==> config.mk <==
export PLATFORM = sky130hd
export DESIGN_NAME = imem_loader
export DESIGN_NICKNAME = d
export VERILOG_FILES = /design/src/rtl/imem_loader_pkg.sv /design/src/rtl/imem_word_packer.sv /design/src/rtl/imem_loader.sv
export SDC_FILE = /design/constraint.sdc
export NUM_CORES = 1
export LEC_CHECK = 0
export CAP_MARGIN = 20
export CORE_MARGIN = 10
export CORE_UTILIZATION = 60
export CTS_CLUSTER_DIAMETER = 50
export DETAILED_ROUTE_END_ITERATION = 8
export PLACE_DENSITY = 0.83
export SYNTH_ARGS = -nofsm -noshare
export SYNTH_HDL_FRONTEND = slang
export SYNTH_SLANG_ARGS = --single-unit
export TNS_END_PERCENT = 20
==> constraint.sdc <==
create_clock -name clk -period 5.8 [get_ports clk]
set_input_delay 0.58 -clock clk [delete_from_list [all_inputs] [get_ports clk]]
set_output_delay 0.58 -clock clk [all_outputs]
set_load 0.02 [all_outputs]
==> src/rtl/imem_loader_pkg.sv <==
// Shared constants and types for the instruction-memory loader.
package imem_loader_pkg;

  localparam int unsigned LD_STATE_W   = 3;
  localparam int unsigned LD_HDR_BYTES = 8;
  localparam int unsigned LD_HDR_CNT_W = 3;

  typedef enum logic [LD_STATE_W-1:0] {
    LD_IDLE = 3'd0,
    LD_HDR  = 3'd1,
    LD_DATA = 3'd2,
    LD_CSUM = 3'd3,
    LD_DONE = 3'd4,
    LD_ERR  = 3'd5
  } ld_state_e;

  // One-hot byte-enable bit for a lane within a 32-bit word.
  function automatic logic [3:0] lane_strb(input logic [1:0] lane);
    return 4'b0001 << lane;
  endfunction

endpackage

==> src/rtl/imem_word_packer.sv <==
// Assembles little-endian bytes into words and drives the registered RAM write port.
module imem_word_packer
  import imem_loader_pkg::*;
#(
  parameter int unsigned ADDR_W = 16,
  parameter int unsigned DATA_W = 32
) (
  input  logic              clk,
  input  logic              rst_n,
  input  logic              i_clear,
  input  logic              i_accept,
  input  logic              i_last,
  input  logic [7:0]        i_byte,
  input  logic [ADDR_W-1:0] i_addr,
  output logic              o_wr_en,
  output logic [ADDR_W-1:0] o_wr_addr,
  output logic [DATA_W-1:0] o_wr_data,
  output logic [3:0]        o_wr_strb
);

  logic [DATA_W-1:0] r_acc;
  logic [3:0]        r_strb;
  logic              r_wr_en;
  logic [ADDR_W-1:0] r_wr_addr;
  logic [DATA_W-1:0] r_wr_data;
  logic [3:0]        r_wr_strb;

  logic [1:0]        w_lane;
  logic [DATA_W-1:0] w_data;
  logic [3:0]        w_strb;
  logic              w_flush;

  // Merge the incoming byte into the current word; flush on lane 3 or the final byte.
  always_comb begin
    w_lane  = i_addr[1:0];
    w_data  = r_acc | (DATA_W'(i_byte) << {w_lane, 3'b000});
    w_strb  = r_strb | lane_strb(w_lane);
    w_flush = i_accept & ((w_lane == 2'd3) | i_last);
  end

  // Accumulator and write-port registers; a flush clears the accumulator in the same edge.
  always_ff @(posedge clk or negedge rst_n) begin
    if (!rst_n) begin
      r_acc     <= '0;
      r_strb    <= '0;
      r_wr_en   <= 1'b0;
      r_wr_addr <= '0;
      r_wr_data <= '0;
      r_wr_strb <= '0;
    end else begin
      r_wr_en <= w_flush;
      if (i_clear) begin
        r_acc  <= '0;
        r_strb <= '0;
      end else if (w_flush) begin
        r_wr_addr <= {i_addr[ADDR_W-1:2], 2'b00};
        r_wr_data <= w_data;
        r_wr_strb <= w_strb;
        r_acc     <= '0;
        r_strb    <= '0;
      end else if (i_accept) begin
        r_acc  <= w_data;
        r_strb <= w_strb;
      end
    end
  end

  assign o_wr_en   = r_wr_en;
  assign o_wr_addr = r_wr_addr;
  assign o_wr_data = r_wr_data;
  assign o_wr_strb = r_wr_strb;

endmodule

==> src/rtl/imem_loader.sv <==
// Loads an instruction image from a byte stream into instruction RAM while holding the core.
// Stream: 4-byte LE base address, 4-byte LE length, payload bytes.
// Optional trailing XOR checksum byte when LOADER_CHECKSUM_EN is defined.
module imem_loader
  import imem_loader_pkg::*;
#(
  parameter int unsigned ADDR_W = 16,
  parameter int unsigned DATA_W = 32
) (
  input  logic              clk,
  input  logic              rst_n,
  input  logic              start,
  input  logic              in_valid,
  input  logic [7:0]        in_data,
  output logic              in_ready,
  output logic              wr_en,
  output logic [ADDR_W-1:0] wr_addr,
  output logic [DATA_W-1:0] wr_data,
  output logic [3:0]        wr_strb,
  output logic              core_hold,
  output logic              done,
  output logic              err
);

  ld_state_e               r_state;
  logic [LD_HDR_CNT_W-1:0] r_hdr_cnt;
  logic [55:0]             r_hdr;
  logic [ADDR_W-1:0]       r_cur_addr;
  logic [31:0]             r_remain;
  logic                    r_in_ready;
  logic                    r_core_hold;
  logic                    r_done;
  logic                    r_err;
`ifdef LOADER_CHECKSUM_EN
  logic [7:0]              r_xor;
`endif

  logic        w_xfer;
  logic        w_data_acc;
  logic        w_last;
  logic        w_start_ok;
  logic [63:0] w_hdr_full;
  logic [31:0] w_base;
  logic [31:0] w_len;
  logic [32:0] w_end;
  logic [32:0] w_limit;

  // Handshake decode and header range checks on the completed 8-byte header.
  always_comb begin
    w_xfer     = in_valid & r_in_ready;
    w_data_acc = w_xfer & (r_state == LD_DATA);
    w_last     = (r_remain == 32'd1);
    w_start_ok = start & ((r_state == LD_IDLE) | (r_state == LD_DONE) | (r_state == LD_ERR));
    w_hdr_full = {in_data, r_hdr};
    w_base     = w_hdr_full[31:0];
    w_len      = w_hdr_full[63:32];
    w_end      = {1'b0, w_base} + {1'b0, w_len};
    w_limit    = 33'd1 << ADDR_W;
  end

  // Load sequencer with registered handshake and status outputs.
  always_ff @(posedge clk or negedge rst_n) begin
    if (!rst_n) begin
      r_state     <= LD_IDLE;
      r_hdr_cnt   <= '0;
      r_hdr       <= '0;
      r_cur_addr  <= '0;
      r_remain    <= '0;
      r_in_ready  <= 1'b0;
      r_core_hold <= 1'b0;
      r_done      <= 1'b0;
      r_err       <= 1'b0;
`ifdef LOADER_CHECKSUM_EN
      r_xor       <= '0;
`endif
    end else begin
      // Lags the state by one cycle so release follows the final write.
      r_core_hold <= (r_state == LD_HDR) | (r_state == LD_DATA) |
                     (r_state == LD_CSUM) | (r_state == LD_ERR);
      case (r_state)
        LD_IDLE, LD_DONE, LD_ERR: begin
          if (start) begin
            r_state    <= LD_HDR;
            r_in_ready <= 1'b1;
            r_done     <= 1'b0;
            r_err      <= 1'b0;
            r_hdr_cnt  <= '0;
`ifdef LOADER_CHECKSUM_EN
            r_xor      <= '0;
`endif
          end
        end
        LD_HDR: begin
          if (w_xfer) begin
            r_hdr     <= w_hdr_full[63:8];
            r_hdr_cnt <= LD_HDR_CNT_W'(r_hdr_cnt + 3'd1);
            if (r_hdr_cnt == LD_HDR_CNT_W'(LD_HDR_BYTES - 1)) begin
              r_cur_addr <= w_base[ADDR_W-1:0];
              r_remain   <= w_len;
              if ((w_base[1:0] != 2'b00) || (w_end > w_limit)) begin
                r_state    <= LD_ERR;
                r_in_ready <= 1'b0;
                r_err      <= 1'b1;
              end else if (w_len == 32'd0) begin
`ifdef LOADER_CHECKSUM_EN
                r_state    <= LD_CSUM;
`else
                r_state    <= LD_DONE;
                r_in_ready <= 1'b0;
                r_done     <= 1'b1;
`endif
              end else begin
                r_state <= LD_DATA;
              end
            end
          end
        end
        LD_DATA: begin
          if (w_xfer) begin
            r_cur_addr <= ADDR_W'(r_cur_addr + 1'b1);
            r_remain   <= r_remain - 32'd1;
`ifdef LOADER_CHECKSUM_EN
            r_xor      <= r_xor ^ in_data;
`endif
            if (w_last) begin
`ifdef LOADER_CHECKSUM_EN
              r_state    <= LD_CSUM;
`else
              r_state    <= LD_DONE;
              r_in_ready <= 1'b0;
              r_done     <= 1'b1;
`endif
            end
          end
        end
`ifdef LOADER_CHECKSUM_EN
        LD_CSUM: begin
          if (w_xfer) begin
            r_in_ready <= 1'b0;
            if (in_data == r_xor) begin
              r_state <= LD_DONE;
              r_done  <= 1'b1;
            end else begin
              r_state <= LD_ERR;
              r_err   <= 1'b1;
            end
          end
        end
`endif
        default: begin
          r_state    <= LD_IDLE;
          r_in_ready <= 1'b0;
        end
      endcase
    end
  end

  imem_word_packer #(
    .ADDR_W (ADDR_W),
    .DATA_W (DATA_W)
  ) u_packer (
    .clk       (clk),
    .rst_n     (rst_n),
    .i_clear   (w_start_ok),
    .i_accept  (w_data_acc),
    .i_last    (w_last),
    .i_byte    (in_data),
    .i_addr    (r_cur_addr),
    .o_wr_en   (wr_en),
    .o_wr_addr (wr_addr),
    .o_wr_data (wr_data),
    .o_wr_strb (wr_strb)
  );

  assign in_ready  = r_in_ready;
  assign core_hold = r_core_hold;
  assign done      = r_done;
  assign err       = r_err;

endmodule

Word level (Yosys, flattened, before mapping)
Cells that the tools add are included.
{"block": "word_totals", "regBits": 201, "latch_bits": 0, "ram_bits": 0, "mem_bits_ro": 0, "input_bits": 12, "output_inout_bits": 57, "elab_cells": 114, "n_memories": 0}
{"block": "op_classes", "add_sub_neg": 4, "n_mul": 0, "div": 0, "order_cmp": 1, "eq_ne": 17, "shift": 2, "mux": 45, "bitwise": 13, "reduce_logical": 17}
{"operator": "$mux W32", "n": 6}
{"operator": "$pmux W32 S2", "n": 1}
{"operator": "$mux W16", "n": 3}
{"operator": "$add A32 B32 Y33", "n": 1}
{"operator": "$gt A33 B17 Y1 const B", "n": 1}
{"operator": "$eq A32 B1 Y1 const B", "n": 1}
{"operator": "$logic_not A32 Y1", "n": 1}
{"operator": "$or A32 B32 Y32", "n": 1}
{"operator": "$pmux W16 S2", "n": 1}
{"operator": "$shl A8 B5 Y32", "n": 1}
{"operator": "$sub A32 B1 Y32 const B", "n": 1}
{"operator": "$mux W3", "n": 9}
{"operator": "$mux W1", "n": 17}
{"operator": "$add A16 B1 Y16 const B", "n": 1}
{"operator": "$mux W4", "n": 3}
{"operator": "$reduce_and A5 Y1", "n": 2}
{"operator": "$eq A3 B3 Y1 const B", "n": 3}
{"operator": "$pmux W3 S3", "n": 1}
{"operator": "$ne A2 B1 Y1 const B", "n": 4}
{"operator": "$ne A2 B2 Y1 const B", "n": 4}
{"operator": "$reduce_and A8 Y1", "n": 1}
{"operator": "$eq A3 B2 Y1 const B", "n": 2}
{"operator": "$or A1 B1 Y1", "n": 6}
{"operator": "$pmux W1 S3", "n": 2}
{"operator": "other kinds (19)", "n": 26}

Logic depth before layout (Yosys ltp)
{"block": "depth", "word_depth": 7, "ltp_mapped": 12, "depth_no_buf": 12}

Modules after synthesis
From an unflattened synthesis, not the netlist that was laid out.
{"block": "hier_totals", "hier_cells": 1130, "area_unflattened_um2": 11170.7}
{"mod": "imem_loader", "instances": 1, "cells_per_inst": 856, "area_each_um2": 7603.5, "seq_area_each_um2": 2852.7}
{"mod": "imem_word_packer", "instances": 1, "cells_per_inst": 274, "area_each_um2": 3567.2, "seq_area_each_um2": 2177.1}

Worst setup path after synthesis
OpenSTA, ideal clock, no wires.
{"block": "synth_timing", "kind": "input to register", "start": "input in_data[1]", "end": "register r_done (netlist: done)", "arrival_time_ns": 3.210, "required_time_ns": 5.732, "slack_ns": 2.523, "path_stages": 12, "cell_sequence": "ha_1 -> clkbuf_2 -> a21oi_1 -> o21ai_0 -> a221oi_2 -> o211ai_1 -> a211o_1 -> or4_1 -> nor4_1 -> nand4_1 -> nor3_2 -> o221a_1"}
{"block": "synth_via", "elab_chain_len": 5, "elab_cells_between_ends": 7}
{"item": "start: declaration", "line_no": "imem_loader.sv:14", "source": "input logic [7:0] in_data,"}
{"item": "$add A32 B32 Y33", "line_no": "imem_loader.sv:57", "source": "w_end = {1'b0, w_base} + {1'b0, w_len};"}
{"item": "$gt A33 B17 Y1", "line_no": "imem_loader.sv:100", "source": "if ((w_base[1:0] != 2'b00) || (w_end > w_limit)) begin"}
{"item": "$logic_or A1 B1 Y1", "line_no": "imem_loader.sv:100"}
{"item": "$ne A2 B2 Y1 (no source line)"}
{"item": "$reduce_and A8 Y1 (no source line) (*)"}
{"item": "end signal: assignment", "line_no": "imem_loader.sv:85", "source": "r_done <= 1'b0;"}
{"item": "end signal: assignment", "line_no": "imem_loader.sv:110", "source": "r_done <= 1'b1;"}
{"item": "end signal: assignment", "line_no": "imem_loader.sv:131", "source": "r_done <= 1'b1;"}
{"item": "end: declaration", "line_no": "imem_loader.sv:32", "source": "logic r_done;"}
Mark *: on every way between the ends. The rest lies on a longest branch, timed or not.
A chain may end at the register's enable or synchronous reset.

Final worst setup path
{"block": "layout_timing", "start": "register r_hdr[36]", "end": "register r_done (netlist: done)"}
{"block": "layout_via", "elab_chain_len": 5, "elab_cells_between_ends": 7}
{"item": "start: declaration", "line_no": "imem_loader.sv:27", "source": "logic [55:0] r_hdr;"}
{"item": "start signal: assignment", "line_no": "imem_loader.sv:95", "source": "r_hdr <= w_hdr_full[63:8];"}
{"item": "$add A32 B32 Y33", "line_no": "imem_loader.sv:57"}
{"item": "$gt A33 B17 Y1", "line_no": "imem_loader.sv:100"}
{"item": "$logic_or A1 B1 Y1", "line_no": "imem_loader.sv:100"}
{"item": "$ne A2 B2 Y1 (no source line)"}
{"item": "$reduce_and A8 Y1 (no source line) (*)"}
Marks and branches as above.

==> flow_metrics.tcl <==
set metrics [dict create \
    status "completed" \
    met1_length_mm 12.9 \
    syn_area_per_cell_um2 9.14 \
    post-cts-setup-buffer-count 0 \
    ys_ff_latch 201 \
    insertion_delay_ns 0.52 \
    port-buffer-count 66 \
    drt_iter0_drc 1073 \
    ir_drop_v 0.000338 \
    tightestPinTransition_ns 1.08 \
    initial_core_util_pct 60.7 \
    grt_use_total_pct 24.7 \
    postCtsResizedCells 0 \
    drt_pass1_iterations 6 \
    vias 9609 \
    arrival_ns 4.83 \
    wl_met3_mm 2.70 \
    dominantRegCellSynth "dfrtp_1" \
    ctsHoldBuffers 0 \
    ys_seq_area_share_pct 46.4 \
    numCtsBuffers 25 \
    holdCritPathClass "input pin to async pin" \
    cts_tree "yes" \
    core_um2 17800 \
    leakagePower_nw 5.68 \
    slew_viol_final 0 \
    fp.dieH_um 154 \
    crit_type "flip-flop to flip-flop" \
    cap_violations 0 \
    ant_nets 0 \
    cts_root_buf "clkbuf_16" \
    cp.required_ns 6.25 \
    syn_inst 1185 \
    yosysUniqueCellTypes 66 \
    route.detailed.drc 0 \
    grt_pass1_vias 9251 \
    grt_pass1_wl_mm 49.2 \
    clock_path_buffers 3 \
    powerDensity_nw_per_um2 246 \
    tns_ns 0 \
    met2_length_mm 14.0 \
    routed_wl_mm 30.4 \
    synthArstFlopShare_pct 100 \
    yosys_warnings 0 \
    clock-skew-final_ns 0.0116 \
    timing.hold.ws_ns 0.0966 \
    fp.dieW_um 154 \
    period_minus_slack_ns 4.38 \
    ios 69 \
    cts.sink_count 201 \
    topRoutingLayerUsed "met5" \
    nets 1269 \
    rows 49 \
    antenna_cells 0 \
    synth_edf_count 0 \
    fmax_mhz 228 \
    grt_max_degree 90 \
    fin_crit_sh_pct 75.5 \
    hold_viol 0 \
    end_kind "flip-flop" \
    layout-drive-gt1-share_pct 10.4 \
    place_hpwl_mm 20.9 \
    avgViaCountPerCell 6.56 \
    die_area_um2 23800 \
    gp_congestion 0.932 \
    rsz0062_at_grt "false" \
    path_clk_slew_ns 0.06 \
    finalSetupViolations 0 \
    r2r_setup_slack_ns 1.42 \
    cts_htree_levels 1 \
    synth_area_um2 10800 \
    overflow 0 \
    syn_to_final_growth_pct 14.8 \
    cp-start-kind "flip-flop" \
    slew_headroom_pct 27.0 \
    antenna_found_initial 1 \
    n_fill_cell 1331 \
    path_max_fanout 6 \
    wl_per_cell_um 20.7 \
]
==> cell usage after synthesis, types with 4 or more instances <==
master      n  area share (%)
a22o_1     31             2.5
o21ai_0   123             5.7
and3_1      9            0.52
nor4_1     25             1.4
nor2_1     85             2.9
nand3_1    21            0.97
a31oi_1     9            0.52
o21a_1      4            0.28
nand2b_1    6            0.35
o21bai_1    4            0.28
xor2_1      6            0.49
nand4_1    16            0.92
o211ai_1    6            0.42
buf_1       5            0.17
nand2_1   164             5.7
xnor2_1    15             1.2
dfrtp_1   201              46
a22oi_1    13            0.90
o22ai_1     9            0.52
inv_1      19            0.66
a21o_1      6            0.42
buf_2       6            0.28
a211oi_1    5            0.35
or3_1       9            0.52
and2_1      4            0.23
ha_1       40             4.6
a21oi_1   133             6.1
nor3_1     34             1.6
clkbuf_1   56             1.9
or4_1       4            0.28
mux2_2     56             5.8
==> power breakdown <==
group,switching [mW],internal (mW)
registers,0,1.40
logic,0.0526,0.0165
clock network,0.630,0.953
total,0.682,2.37
==> stage by stage <==
| step | instance area (um2) | setup slack, ns | instances | util, % | power (mW) |
|---|---|---|---|---|---|
| 2_1_floorplan | 10800 | 2.52 | 1186 | - | 1.45 |
| 3_3_place_gp | 11600 | 1.18 | 1418 | 64.9 | 1.50 |
| 6_report | 12400 | 1.42 | 1464 | 69.7 | 3.05 |
| 5_1_grt | 12400 | 1.22 | 1464 | 69.7 | 3.13 |
| 3_5_place_dp | 11600 | 1.14 | 1418 | 64.9 | 1.50 |
| 4_1_cts | 12400 | 1.66 | 1464 | 69.7 | 3.06 |
==> state kept, by name, indices dropped and copies added, names as in the netlist <==
register / flops
u_packer.r_acc: 32
core_hold: 1
r_cur_addr: 16
err: 1
done: 1
u_packer.o_wr_addr: 14
in_ready: 1
r_remain: 32
r_hdr_cnt: 3
u_packer.o_wr_strb: 4
u_packer.o_wr_data: 32
r_state: 3
u_packer.r_strb: 4
u_packer.o_wr_en: 1
r_hdr: 56
==> per-layer routing <==
metal	GRT usage [%]	vias up
li1	-	4377
met1	34.4	4687
met2	38.7	478
met3	4.71	65
met4	6.84	2
met5	0	-
==> cells in the final DEF (no fill, tap or decap), types with 6 or more instances in the layout <==
cell             Yosys  routed
dfrtp_1            201     201
nand2_1            164     164
a21oi_1            133     132
o21ai_0            123     123
nor2_1              85      84
clkdlybuf4s50_1      0      65
mux2_2              56      56
ha_1                40      40
nor3_1              34      34
a22o_1              31      31
nor4_1              25      25
clkbuf_16            0      25
nand3_1             21      21
inv_1               19      19
nand4_1             16      16
xnor2_1             15      15
a22oi_1             13      13
buf_4                2      10
and3_1               9       9
a31oi_1              9       9
o22ai_1              9       9
or3_1                9       7
nand2b_1             6       6
a21o_1               6       6
o211ai_1             6       6
xor2_1               6       6
==> final cells by class <==
| type | instances | area (um2) | area share [%] |
|---|---|---|---|
| inverters | 20 | 75.1 | 0.604 |
| clock buffers | 30 | 654 | 5.26 |
| flip-flops and latches | 201 | 5030 | 40.5 |
| clock inverters | 16 | 200 | 1.61 |
| repair buffers | 76 | 739 | 5.95 |
| well taps | 229 | 287 | 2.30 |
| multi-input cells | 892 | 5450 | 43.8 |
==> critical path, cell delays in order, from the launching register on <==
cell      delay [ns]
dfrtp_1         0.47
ha_1            0.43
a21oi_1         0.13
o221ai_1        0.41
nand3_1         0.18
o311ai_0        0.95
a21boi_0        0.28
xnor2_1         0.22
nor4_1          0.25
nand4_1         0.14
nor3_2          0.56
o221a_1         0.29
==> logic make-up after synthesis <==
logic type,after synthesis,share of synthesized area (%)
flops,201,46.4
xor+xnor,21,1.70
mux,58,6.01
compound gates,379,21.0
fa+ha+maj,41,4.80
buf+inv,93,3.57
other cells,1,0.0346
simple gates,391,16.5
==> final timing paths <==
kind / endpoint / depth (start not counted) / startpoint
max reg2reg: done / 11 / r_hdr[36]
min in group clk: u_packer.o_wr_addr[9] / 2 / u_packer.o_wr_addr[9]
min reg2reg: u_packer.o_wr_addr[9] / 2 / u_packer.o_wr_addr[9]
max in group asynchronous: r_cur_addr[8] / 2 / rst_n
min: u_packer.o_wr_data[28] / 1 / rst_n
max: done / 11 / r_hdr[36]
(Power assumes the default switching activity.)
==> variant 1: new RTL, config.mk and constraints unchanged <==
Reset style: synchronous (`rst_n`), changed in 2 clocked blocks.
--- a/src/rtl/imem_word_packer.sv
+++ b/src/rtl/imem_word_packer.sv
@@ -39,7 +39,7 @@
   end
 
   // Accumulator and write-port registers; a flush clears the accumulator in the same edge.
-  always_ff @(posedge clk or negedge rst_n) begin
+  always_ff @(posedge clk) begin
     if (!rst_n) begin
       r_acc     <= '0;
       r_strb    <= '0;
--- a/src/rtl/imem_loader.sv
+++ b/src/rtl/imem_loader.sv
@@ -59,7 +59,7 @@
   end
 
   // Load sequencer with registered handshake and status outputs.
-  always_ff @(posedge clk or negedge rst_n) begin
+  always_ff @(posedge clk) begin
     if (!rst_n) begin
       r_state     <= LD_IDLE;
       r_hdr_cnt   <= '0;
Formal check against the unedited RTL: differs if rst_n is asserted again (counterexample within 4 cycles, from zero or initial values and one cycle with rst_n low); with rst_n held inactive, the same outputs for 4 cycles.
==> variant 1 against the unedited design <==
Power fell by 3.1%. Sequential cell count did not move. Area after synthesis fell by 1.4%. Final area fell by 3.1%. Worst setup slack improved by 0.55 ns. Clock skew rose by 0.012 ns. Routed wire length rose by 3.9%. Highest routed layer is now met4.
==> variant 1: results (changes against the unedited design) <==
SYNTHESIS
------------------------------------------------------------------------------------
Syn_area_per_cell                                                         7.59 sq um   -17%
Sequential-to-total area share from yosys stat                                 37.6%   -8.8 points
Portion of netlist area occupied by mux cells                                 0.679%   -5.3 points
Post-Synth Adder-Cell Area                                                     4.87%   +0.066 points
Cell types occupying the most area after synthesis                      dfxtp_1, a21oi_1, nand2_1
Share of flip-flops with an asynchronous set or reset after synthesis             0%   -100 points
Synth cell types                                                                  83   +26%
XOR/XNOR share of the synthesized area                                         1.22%   -0.48 points
Synth cell count leaders                                                nand2_1, dfxtp_1, a21oi_1
Area fraction in compound gates after synthesis                                25.3%   +4.3 points

STA
------------------------------------------------------------------------------------
Peak clock frequency supported by timing                                     261 MHz   +14%
Slew @ Worst Pin                                                             1.01 ns   -0.0717 ns
Largest clock skew in the final design                                     0.0231 ns   +0.0115 ns

LAYOUT
------------------------------------------------------------------------------------
Fraction of layout cells with a size suffix above 1                            5.96%   -4.5 points
Number of nets in the layout                                                    1462   +15%
Final cell count without fillers                                                1651   +13%
Filler instances                                                                1406   +5.6%

SETUP PATH
------------------------------------------------------------------------------------
CP Launch Point                                                           in_data[0]
Reg-to-reg setup timing slack                                                2.08 ns   +0.66 ns
Reg-to-Reg End                                                            r_state[2]
Source of the worst register-to-register timing path                        r_hdr[0]

GLOBAL ROUTE
------------------------------------------------------------------------------------
Wire length of the first global-routing pass                                 50.2 mm   +2.2%
Maximum number of pins on one net before global-route repair                      80   -11%
Vias in the first global route                                                  9694   +4.8%
Initial antenna violation count                                                    0   -1

ROUTE
------------------------------------------------------------------------------------
Violation count after the first detailed-routing iteration                      1093   +1.9%
Detail-routed net length per standard cell                                   19.1 um   -7.8%
Total via count after detailed routing                                         10500   +9.3%

PWR
------------------------------------------------------------------------------------
Worst ir drop on vdd                                                        0.267 mV   -21%
Static power due to leakage                                                  4.19 nW   -26%
Sw frac                                                                        23.6%   +1.2 points

CLOCK NETWORK
------------------------------------------------------------------------------------
Number of buffers on the longest clock path                                        3   unchanged
Inserted Clock Buffers                                                            23   -8.0%

PLACE
------------------------------------------------------------------------------------
Final estimated routing congestion in global placement                         0.889   -4.6%
Half-perimeter wire length of the detailed placement result                  21.5 mm   +2.9%

HOLD PATH
------------------------------------------------------------------------------------
HP Class                                                                     reg2reg

OUTCOME
------------------------------------------------------------------------------------
Status                                                                  finished, final reports clean

## variant 1: through the flow
step / cell area, sq um / power [mW] / setup slack [ns] / hold WS [ns]
2_1_floorplan: 10700 / 1.51 / 2.66 / 0.409
3_3_place_gp: 11200 / 1.55 / 1.60 / 0.417
3_5_place_dp: 11300 / 1.55 / 1.50 / 0.420
4_1_cts: 12000 / 2.96 / 2.02 / 0.429
5_1_grt: 12100 / 3.03 / 1.77 / 0.449
6_report: 12100 / 2.96 / 1.97 / 0.428
## variant 1: cells by family after synthesis
kind of cell               Yosys count
xor gates and xnor gates            14
buffers and inverters              125
and+or+nand+nor                    583
adders and majority gates           41
DFF                                201
muxes                                7
other                                1
AOI/OAI and AO/OA                  436
## variant 1: worst max path at each step
stage,cells after the start,slack [ns],to
CTS,11,2.02,r_state[2]
floorplan,11,2.66,r_state[2]
detailed placement,11,1.50,r_state[2]
finish,12,1.97,r_state[2]
global placement,12,1.60,r_state[2]
global route,11,1.77,r_state[2]
## variant 1: power by group through the flow
| stage | Combinational [mW] | Clock, mW | Sequential [mW] |
|---|---|---|---|
| finish | 0.126 | 1.44 | 1.39 |
| global route | 0.136 | 1.50 | 1.39 |
| CTS | 0.124 | 1.44 | 1.39 |
| detailed placement | 0.123 | 0 | 1.42 |
| global placement | 0.122 | 0 | 1.42 |
| floorplan | 0.0834 | 0 | 1.42 |
## variant 1: final cells by class
cell class | count | area (sq um) | area share, %
multi-input combinational | 1083 | 6110 | 50.7
tap | 225 | 282 | 2.34
clock buffer | 31 | 646 | 5.36
inverter | 23 | 88.8 | 0.737
timing repair buffer | 77 | 788 | 6.54
clock inverter | 11 | 116 | 0.966
sequential | 201 | 4020 | 33.4
## variant 1: worst max-delay path, cell delays in order
cell and delay [ns]:
clkdlybuf4s50_1 0.67, ha_1 0.56, a21o_1 0.25, a21oi_1 0.21, o21bai_1 0.09, a221oi_1 0.42
o2111ai_1 0.19, a211oi_1 0.23, o2111ai_1 0.20, nor4_4 0.44, nand4_1 0.15, a31o_1 0.25
## variant 1: per-layer routing
metal  wire length (um)  vias up  GRT usage [%]
met3               2420       92           4.46
met4               1190        0           9.18
met2              14600      448           40.6
li1                   -     5017              -
met5                  0        -              0
met1              13300     4944           32.1
==> variant 2: new RTL, config.mk and constraints unchanged <==
Without the edit above. `ADDR_W` is set to 16 in 2 places; all go to 15.
--- a/src/rtl/imem_word_packer.sv
+++ b/src/rtl/imem_word_packer.sv
@@ -2,7 +2,7 @@
 module imem_word_packer
   import imem_loader_pkg::*;
 #(
-  parameter int unsigned ADDR_W = 16,
+  parameter int unsigned ADDR_W = 15,
   parameter int unsigned DATA_W = 32
 ) (
   input  logic              clk,
--- a/src/rtl/imem_loader.sv
+++ b/src/rtl/imem_loader.sv
@@ -4,7 +4,7 @@
 module imem_loader
   import imem_loader_pkg::*;
 #(
-  parameter int unsigned ADDR_W = 16,
+  parameter int unsigned ADDR_W = 15,
   parameter int unsigned DATA_W = 32
 ) (
   input  logic              clk,
Interface: changed (resized wr_addr); port bits go from 69 to 68. The function was not compared with the original's and may differ.
==> variant 2 against the unedited design <==
Highest routed layer is now met4. Global-route usage fell by 0.14 points. Utilization fell by 0.27 points. Synthesized cell count fell by 4.6%. Sequential cell count fell by 2. Critical path depth rose by 1. Final area fell by 2.8%. Worst setup slack improved by 0.16 ns. Routed wire length fell by 2.4%. First-iteration DRC count fell by 25%. Area after synthesis fell by 1.1%. Final cell count fell by 4.5%.
Power is not compared: it rests on default switching activity, and its combinational part moved more than twofold at a synthesized area within 25%.
==> variant 2: results (changes against the unedited design) <==
OUTCOME
---------------------------------------------------------------------------
Status                                                         finished, final reports clean

STA
---------------------------------------------------------------------------
Largest clock skew in the final design                            0.0140 ns   +0.00248 ns

LAYOUT
---------------------------------------------------------------------------
Fraction of layout cells with a size suffix above 1                   11.3%   +0.89 points
Number of nets in the layout                                           1213   -4.4%

CLOCK NETWORK
---------------------------------------------------------------------------
Inserted Clock Buffers                                                   17   -32%
H-tree level count                                                        4   +3
Number of buffers on the longest clock path                               2   -1
CTS clock-pin slew for the worst setup and hold paths               0.08 ns   +0.02 ns

SYNTHESIS
---------------------------------------------------------------------------
Cell types occupying the most area after synthesis             dfrtp_1, mux2_2, a21oi_1
Area fraction in compound gates after synthesis                       21.2%   +0.25 points
Synth cell types                                                         70   +6.1%

GLOBAL ROUTE
---------------------------------------------------------------------------
Vias in the first global route                                         8820   -4.7%
Met1 layer usage reported by global route                             31.0%   -3.4 points
Maximum number of pins on one net before global-route repair             89   -1.1%
Total routing usage reported by global routing                        24.6%   -0.14 points
Global-route met3 utilization                                         4.63%   -0.084 points

PLACE
---------------------------------------------------------------------------
Final estimated routing congestion in global placement                0.927   -0.50%
Half-perimeter wire length of the detailed placement result         20.9 mm   -0.23%
Post-place instance area                                        11500 sq um   -0.65%
Total of buffers placed on input and output ports                        65   -1.5%

ROUTE
---------------------------------------------------------------------------
Total wirelength of the detailed-routed design                      29.6 mm   -2.4%
Violation count after the first detailed-routing iteration              802   -25%
Vias/cell                                                              6.52   -0.65%
Initial DRT Pass Iterations                                               5   -1

SETUP PATH
---------------------------------------------------------------------------
Reg-to-reg setup timing slack                                       1.58 ns   +0.16 ns
Crit path DAT                                                       4.51 ns   -0.32 ns

[variant 2: logic make-up (layout without fill, tap and decap cells)]
family / Yosys count / count (layout)
AO/OA/AOI/OAI: 378 / 378
AND/OR/NAND/NOR: 325 / 325
flip-flops: 199 / 199
buffers and inverters: 90 / 131
multiplexers: 77 / 77
adder cells (fa/ha/maj): 41 / 41
XOR/XNOR: 20 / 20
other: 1 / 2
[variant 2: cell type report]
class	instances	area, sq um
clock buffer	20	447
inverter	22	82.6
multi-input combinational	843	5420
sequential	199	4980
clock inverter	12	135
timing repair buffer	77	742
tap	225	282
fill	1311	5330
[variant 2: power breakdown]
part	leakage (nW)	total, mW	internal (mW)	switching [mW]
logic	2.38	2.76	1.15	1.61
registers	2.60	2.29	1.72	0.566
clock network	0.286	1.19	0.620	0.565
total	5.27	6.23	3.49	2.74
[variant 2: metrics by stage]
stage                     hold slack (ns)  util [%]  std cells  worst slack [ns]
after CTS                           0.218      69.4       1397              1.65
final                               0.177      69.4       1398              1.58
after global routing                0.227      69.4       1398              1.31
after global placement              0.463      66.0       1365              1.47
after detailed placement            0.474      66.0       1365              1.23
after floorplan                     0.284         -       1132              2.54
[variant 2: worst max-delay path: stages (launching register included)]
cell and delay, ns:
dfrtp_1 0.45, ha_1 0.27, fa_1 0.41, a211oi_1 0.39
o21ai_1 0.22, mux2_2 0.28, nand4_1 0.09, nor3_1 0.22
nand4_1 0.12, o41ai_1 0.58, nand3_1 0.15, nor4_2 0.70
a31oi_1 0.18
[variant 2: path summary, 6_finish.rpt]
| check | depth (start not counted) | from | to |
|---|---|---|---|
| worst min-delay path | 1 | rst_n | u_packer.r_acc[9] |
| worst max register to register | 12 | r_hdr[0] | r_state[0] |
| max in group asynchronous | 2 | rst_n | r_remain[14] |
| worst max-delay path | 12 | r_hdr[0] | r_state[0] |
| min in group clk | 2 | r_remain[14] | r_remain[14] |
| worst min register to register | 2 | r_remain[14] | r_remain[14] |
[variant 2: routing by layer]
| metal | up-vias | routed length [um] |
|---|---|---|
| met2 | 379 | 13900 |
| met1 | 4437 | 12300 |
| li1 | 4216 | - |
| met4 | 0 | 1490 |
| met5 | - | 0 |
| met3 | 84 | 1950 |
